$ cat src/rtl/b1_input_sequencer.sv
`default_nettype none
// ============================================================================
// Module      : b1_input_sequencer
// Description : Upstream feeder for the B1 convolution systolic array.
//               Buffers a valid/ready sample stream in a FIFO, drives x_in
//               gap-free once a frame is available, appends a zero-flush tail
//               after every frame, and reports frame completion, the frame
//               sample count and a sticky mid-frame underrun error.
// Revision    : 1.0 - initial release
// ============================================================================
module b1_input_sequencer #(
    parameter int DATA_W     = 32,
    parameter int FIFO_DEPTH = 8,
    parameter int FLUSH_LEN  = 7,
    parameter int CNT_W      = 16
) (
    input  logic              clk,
    input  logic              rst,
    input  logic [DATA_W-1:0] s_data,
    input  logic              s_valid,
    input  logic              s_last,
    output logic              s_ready,
    output logic [DATA_W-1:0] x_in,
    output logic [DATA_W-1:0] y_in,
    output logic              x_valid,
    output logic              busy,
    output logic              frame_done,
    output logic [CNT_W-1:0]  sample_cnt,
    output logic              underrun_err
);

    // Pointer width relies on FIFO_DEPTH being a power of two so that the
    // pointers wrap naturally; occupancy needs one extra bit to express "full".
    localparam int c_PTR_W = $clog2(FIFO_DEPTH);
    localparam int c_OCC_W = $clog2(FIFO_DEPTH + 1);
    localparam int c_FL_W  = (FLUSH_LEN > 0) ? $clog2(FLUSH_LEN + 1) : 1;

    typedef enum logic [1:0] {
        ST_IDLE   = 2'd0,
        ST_STREAM = 2'd1,
        ST_FLUSH  = 2'd2
    } state_t;

    // FIFO storage: {last, data}
    logic [DATA_W:0]      r_mem [FIFO_DEPTH];
    logic [c_PTR_W-1:0]   r_wr_ptr;
    logic [c_PTR_W-1:0]   r_rd_ptr;
    logic [c_OCC_W-1:0]   r_fifo_cnt;
    logic [c_OCC_W-1:0]   r_frames_q;

    logic [DATA_W:0]      w_head;
    logic [DATA_W-1:0]    w_head_data;
    logic                 w_head_last;
    logic                 w_full;
    logic                 w_empty;
    logic                 w_push;
    logic                 w_pop;
    logic                 w_start;

    // Sequencer state and registered outputs
    state_t               r_state;
    state_t               w_state_nxt;
    logic [c_FL_W-1:0]    r_flush_cnt;
    logic [c_FL_W-1:0]    w_flush_cnt_nxt;
    logic [CNT_W-1:0]     r_frame_cnt;
    logic [CNT_W-1:0]     w_frame_cnt_nxt;
    logic [DATA_W-1:0]    r_x_in;
    logic [DATA_W-1:0]    w_x_in_nxt;
    logic                 r_x_valid;
    logic                 w_x_valid_nxt;
    logic                 r_frame_done;
    logic                 w_frame_done_nxt;
    logic [CNT_W-1:0]     r_sample_cnt;
    logic [CNT_W-1:0]     w_sample_cnt_nxt;
    logic                 r_underrun;
    logic                 w_underrun_nxt;

    assign w_head      = r_mem[r_rd_ptr];
    assign w_head_data = w_head[DATA_W-1:0];
    assign w_head_last = w_head[DATA_W];
    assign w_full      = (r_fifo_cnt == c_OCC_W'(FIFO_DEPTH));
    assign w_empty     = (r_fifo_cnt == '0);
    // A full FIFO refuses the push even if a pop frees a slot this cycle.
    assign w_push      = s_valid && !w_full;
    // A frame may start once a complete frame is queued, or when the FIFO can
    // take no more input and waiting for a last marker would deadlock.
    assign w_start     = (r_frames_q != '0) || w_full;

    // Sample storage write port; contents need no reset, pointers define validity
    always_ff @(posedge clk) begin
        if (w_push) begin
            r_mem[r_wr_ptr] <= {s_last, s_data};
        end
    end

    // FIFO pointers, occupancy and count of complete frames held in the FIFO
    always_ff @(posedge clk) begin
        if (rst) begin
            r_wr_ptr   <= '0;
            r_rd_ptr   <= '0;
            r_fifo_cnt <= '0;
            r_frames_q <= '0;
        end else begin
            if (w_push) begin
                r_wr_ptr <= r_wr_ptr + c_PTR_W'(1);
            end
            if (w_pop) begin
                r_rd_ptr <= r_rd_ptr + c_PTR_W'(1);
            end
            case ({w_push, w_pop})
                2'b10:   r_fifo_cnt <= r_fifo_cnt + c_OCC_W'(1);
                2'b01:   r_fifo_cnt <= r_fifo_cnt - c_OCC_W'(1);
                default: r_fifo_cnt <= r_fifo_cnt;
            endcase
            case ({w_push && s_last, w_pop && w_head_last})
                2'b10:   r_frames_q <= r_frames_q + c_OCC_W'(1);
                2'b01:   r_frames_q <= r_frames_q - c_OCC_W'(1);
                default: r_frames_q <= r_frames_q;
            endcase
        end
    end

    // Sequencer state register
    always_ff @(posedge clk) begin
        if (rst) begin
            r_state <= ST_IDLE;
        end else begin
            r_state <= w_state_nxt;
        end
    end

    // Next-state, FIFO pop and next registered output values
    always_comb begin
        w_state_nxt      = r_state;
        w_pop            = 1'b0;
        w_x_in_nxt       = '0;
        w_x_valid_nxt    = 1'b0;
        w_frame_done_nxt = 1'b0;
        w_sample_cnt_nxt = r_sample_cnt;
        w_frame_cnt_nxt  = r_frame_cnt;
        w_flush_cnt_nxt  = r_flush_cnt;
        w_underrun_nxt   = r_underrun;
        case (r_state)
            ST_IDLE: begin
                if (w_start) begin
                    w_pop           = 1'b1;
                    w_x_in_nxt      = w_head_data;
                    w_x_valid_nxt   = 1'b1;
                    w_frame_cnt_nxt = CNT_W'(1);
                    w_flush_cnt_nxt = '0;
                    w_state_nxt     = w_head_last ? ST_FLUSH : ST_STREAM;
                end
            end
            ST_STREAM: begin
                if (!w_empty) begin
                    w_pop         = 1'b1;
                    w_x_in_nxt    = w_head_data;
                    w_x_valid_nxt = 1'b1;
                    if (r_frame_cnt != '1) begin
                        w_frame_cnt_nxt = r_frame_cnt + CNT_W'(1);
                    end
                    if (w_head_last) begin
                        w_flush_cnt_nxt = '0;
                        w_state_nxt     = ST_FLUSH;
                    end
                end else begin
                    // The array cannot stall: emit a bubble, flag it, keep going.
                    w_underrun_nxt = 1'b1;
                end
            end
            ST_FLUSH: begin
                // FLUSH_LEN zero cycles follow the last sample; the completion
                // pulse lands on the first IDLE cycle afterwards.
                if (r_flush_cnt == c_FL_W'(FLUSH_LEN)) begin
                    w_frame_done_nxt = 1'b1;
                    w_sample_cnt_nxt = r_frame_cnt;
                    w_state_nxt      = ST_IDLE;
                end else begin
                    w_flush_cnt_nxt = r_flush_cnt + c_FL_W'(1);
                end
            end
            default: begin
                w_state_nxt = ST_IDLE;
            end
        endcase
    end

    // Registered array-side outputs and frame bookkeeping
    always_ff @(posedge clk) begin
        if (rst) begin
            r_flush_cnt  <= '0;
            r_frame_cnt  <= '0;
            r_x_in       <= '0;
            r_x_valid    <= 1'b0;
            r_frame_done <= 1'b0;
            r_sample_cnt <= '0;
            r_underrun   <= 1'b0;
        end else begin
            r_flush_cnt  <= w_flush_cnt_nxt;
            r_frame_cnt  <= w_frame_cnt_nxt;
            r_x_in       <= w_x_in_nxt;
            r_x_valid    <= w_x_valid_nxt;
            r_frame_done <= w_frame_done_nxt;
            r_sample_cnt <= w_sample_cnt_nxt;
            r_underrun   <= w_underrun_nxt;
        end
    end

    assign s_ready      = !w_full;
    assign x_in         = r_x_in;
    assign y_in         = '0;
    assign x_valid      = r_x_valid;
    assign busy         = (r_state != ST_IDLE);
    assign frame_done   = r_frame_done;
    assign sample_cnt   = r_sample_cnt;
    assign underrun_err = r_underrun;

endmodule
`default_nettype wire

$ cat config.mk
export PLATFORM = sky130hd
export DESIGN_NAME = b1_input_sequencer
export DESIGN_NICKNAME = d
export VERILOG_FILES = /design/src/rtl/b1_input_sequencer.sv
export SDC_FILE = /design/constraint.sdc
export NUM_CORES = 1
export LEC_CHECK = 0
export ABC_AREA = 1
export CORE_ASPECT_RATIO = 2
export CORE_MARGIN = 2
export CORE_UTILIZATION = 58
export DETAILED_ROUTE_END_ITERATION = 6
export PLACE_DENSITY = 0.84
export REMOVE_ABC_BUFFERS = 1
export SLEW_MARGIN = 10
export SYNTH_ARGS = -nofsm -noshare
export SYNTH_HDL_FRONTEND = slang
export SYNTH_SLANG_ARGS = --single-unit
$ cat constraint.sdc
create_clock -name clk -period 4.3 [get_ports clk]
set_clock_uncertainty 0.2 [all_clocks]
set_input_delay 1.29 -clock clk [delete_from_list [all_inputs] [get_ports clk]]
set_output_delay 1.29 -clock clk [all_outputs]
set_load 0.005 [all_outputs]
==> impl_metrics.env <==
export IMPL_coreArea_um2=23820
export IMPL_antenna_found_initial=2
export IMPL_yosysTopAreaCell="edfxtp_1"
export IMPL_clock_fmax_mhz=288.9
export IMPL_fillers=1626
export IMPL_routed_wl_mm=31.65
export IMPL_critPathArrivalTime_ns=3.71
export IMPL_report_final_setup_viol=0
export IMPL_postCtsHoldBufs=0
export IMPL_grt_pass1_vias=9738
export IMPL_io_pin_count=121
export IMPL_period_share=0.8050
export IMPL_synth_most_common_cell="edfxtp_1"
export IMPL_start_util=0.5904
export IMPL_insertion_delay_ns=0.56
export IMPL_final_net_count=1357
export IMPL_cts_resized=0
export IMPL_yosysWarningCount=0
export IMPL_ant_nets=0
export IMPL_finalHoldViolCount=0
export IMPL_grt_overflow=0
export IMPL_design_area_um2=16140
export IMPL_grt_max_degree=87
export IMPL_cts_path_max_buffers=3
export IMPL_vias=9530
export IMPL_dieHeight_um=224.2
export IMPL_placedInstanceArea_um2=15110
export IMPL_grt_use_total=0.2491
export IMPL_path_clk_slew_ns=0.07
export IMPL_layout_cells_non_filler=1621
export IMPL_routedWlPerCell_um=19.53
export IMPL_layout_min_cycle_time_ns=3.462
export IMPL_die_w_um=114.1
export IMPL_cts_tree="built"
export IMPL_hp_class="reg2reg"
export IMPL_cp_max_fo=52
export IMPL_rsz0062_at_grt="no"
export IMPL_worstMarginPinSlew_ns=0.9600
export IMPL_num_rows=80
export IMPL_drc=0
export IMPL_gp_congestion=0.9611
export IMPL_drt_iter0_drc=1086
export IMPL_p_leak_nw=5.679
export IMPL_avgViaCountPerCell=5.879
export IMPL_dieArea_um2=25590
export IMPL_slew_headroom=0.3592
export IMPL_slew_violations=0
export IMPL_port_buffer_count=88
export IMPL_powerDensity_nw_per_um2=592.7
export IMPL_r2r_setup_slack_ns=0.84
export IMPL_ir_worst_vdd_uv=516.6
export IMPL_syn_inst=1233
export IMPL_path_class="reg2reg"
export IMPL_synthTopCellsByArea="edfxtp_1 (56%), dfxtp_1 (13%), o21ai_0 (5.3%), nor2_1 (4.6%), nand2_1 (4.6%)"
export IMPL_ys_seq_area_frac=0.6903
export IMPL_area_growth_pct=14.73
export IMPL_synthTopCellsByCount="edfxtp_1 (264), nor2_1 (172), nand2_1 (171)"
export IMPL_h_tree_depth=1
export IMPL_synth_top_flop_cell="edfxtp_1"
export IMPL_dp_hpwl_mm=19.80
export IMPL_ys_async_sr_fraction=0
export IMPL_ys_types=30
export IMPL_cts_buffers=30
export IMPL_drt_pass1_iterations=6
export IMPL_syn_area_um2=14060
export IMPL_layout_drive_gt1_share=0.09145
export IMPL_synth_top_area_frac=0.5637
export IMPL_grt_pass1_wl_mm=49.09
export IMPL_post_place_ws_ns=0.6737
export IMPL_post_cts_setup_buffers=0
export IMPL_synth_edf_count=264
export IMPL_maxCapViolations=0
export IMPL_end_kind="flip-flop"
export IMPL_cts_root_buf="clkbuf_16"
export IMPL_clock_sinks=353
export IMPL_dp_cells=1565
export IMPL_ys_ff_latch=353
export IMPL_cp_required_ns=4.55
export IMPL_setup_ws_ns=0.8384
export IMPL_crit_path_start_kind="flip-flop"
export IMPL_status="completed"
export IMPL_postSynthAreaPerCell_um2=11.41
export IMPL_insertedDiodeCount=0
-- layer usage --
metal	GRT usage	vias up	part of all wire
met1	0.2592	4550	0.33
met3	0.03880	120	0.067
met4	0.1377	4	0.051
met2	0.4668	460	0.55
li1	-	4396	-
met5	0	-	0.00092
-- sequential cells by signal (all words and copies together) (netlist names), named ones only --
register	cells
underrun_err	1
x_valid	1
r_flush_cnt	3
r_mem	264
sample_cnt	16
r_frame_cnt	16
frame_done	1
r_wr_ptr	3
r_state	2
r_fifo_cnt	4
r_rd_ptr	3
x_in	32
r_frames_q	4
-- cells in the final DEF (no fill, tap or decap), types with 2 or more instances in the layout --
| cell type | synthesis | final |
|---|---|---|
| ha_1 | 11 | 11 |
| o21ai_0 | 149 | 149 |
| nand2_2 | 5 | 5 |
| clkbuf_1 | 37 | 4 |
| xnor2_1 | 4 | 4 |
| a21oi_1 | 49 | 49 |
| clkinv_2 | 0 | 7 |
| nor3_1 | 4 | 4 |
| edfxtp_1 | 264 | 264 |
| nand2_4 | 3 | 3 |
| inv_2 | 5 | 4 |
| bufinv_16 | 0 | 5 |
| conb_1 | 1 | 32 |
| inv_1 | 55 | 55 |
| dfxtp_1 | 89 | 87 |
| a21oi_2 | 23 | 23 |
| nand3_1 | 45 | 45 |
| nand4_1 | 4 | 4 |
| nor2_4 | 2 | 10 |
| clkdlybuf4s50_1 | 0 | 88 |
| nor2_2 | 5 | 5 |
| buf_12 | 2 | 2 |
| buf_4 | 35 | 20 |
| clkbuf_16 | 0 | 31 |
| xor2_1 | 8 | 8 |
| o22ai_1 | 64 | 64 |
| nor2_1 | 172 | 164 |
| nand2_1 | 171 | 171 |
| clkinv_1 | 0 | 7 |
-- worst paths after layout --
kind	depth (start not counted)	end	startpoint
worst max-delay path	13	r_frames_q[2]	flip-flop
worst min-delay path	2	sample_cnt[14]	sample_cnt[14]
worst max register to register	13	r_frames_q[2]	flip-flop
worst min register to register	2	sample_cnt[14]	sample_cnt[14]
-- stage by stage --
stage	setup TNS [ns]	hold WS (ns)	power [mW]	utilization
CTS	0	0.2675	9.583	0.6774
global route	0	0.2874	10.02	0.6774
global placement	0	0.2443	6.712	0.6341
detailed placement	0	0.2475	6.801	0.6341
finish	0	0.2691	9.564	0.6774
floorplan	-8.111	0.2405	5.783	-
-- report_power, final --
group / switching (mW) / internal, mW
Combinational: 1.69 / 0.901
Sequential: 0.177 / 4.00
Clock: 1.18 / 1.62
-- cell families (layout without fill, tap and decap cells) --
kind of cell / count (synthesis) / in the layout / share of synthesized area
flip-flops: 353 / 353 / 0.6903
AO/OA/AOI/OAI: 285 / 285 / 0.1132
adder cells (fa/ha/maj): 11 / 11 / 0.009785
buffers and inverters: 156 / 226 / 0.05658
XOR/XNOR: 12 / 12 / 0.007473
AND/OR/NAND/NOR: 415 / 415 / 0.1223
other: 1 / 32 / 0.0002666
-- layout make-up --
cell class / instances / area (um2) / area share
Inverter: 60 / 226.5 / 0.01403
Clock inverter: 21 / 239.0 / 0.01481
Multi-Input combinational cell: 755 / 3736 / 0.2315
Tap cell: 287 / 359.1 / 0.02225
Timing Repair Buffer: 110 / 1071 / 0.06637
Clock buffer: 35 / 790.8 / 0.04900
Sequential cell: 353 / 9714 / 0.6020
-- critical path, cell delays in order (launching register included) --
cell	delay, ns
dfxtp_4	0.66
clkinv_2	0.65
nand2_1	0.22
nand3_1	0.09
nand3_1	0.16
nand3_1	0.13
inv_1	0.11
ha_1	0.24
xor2_1	0.27
ha_1	0.21
a21oi_1	0.05
xnor2_1	0.13
o21ai_0	0.16
inv_1	0.06
Note: power is estimated with default switching activity, not from simulation.
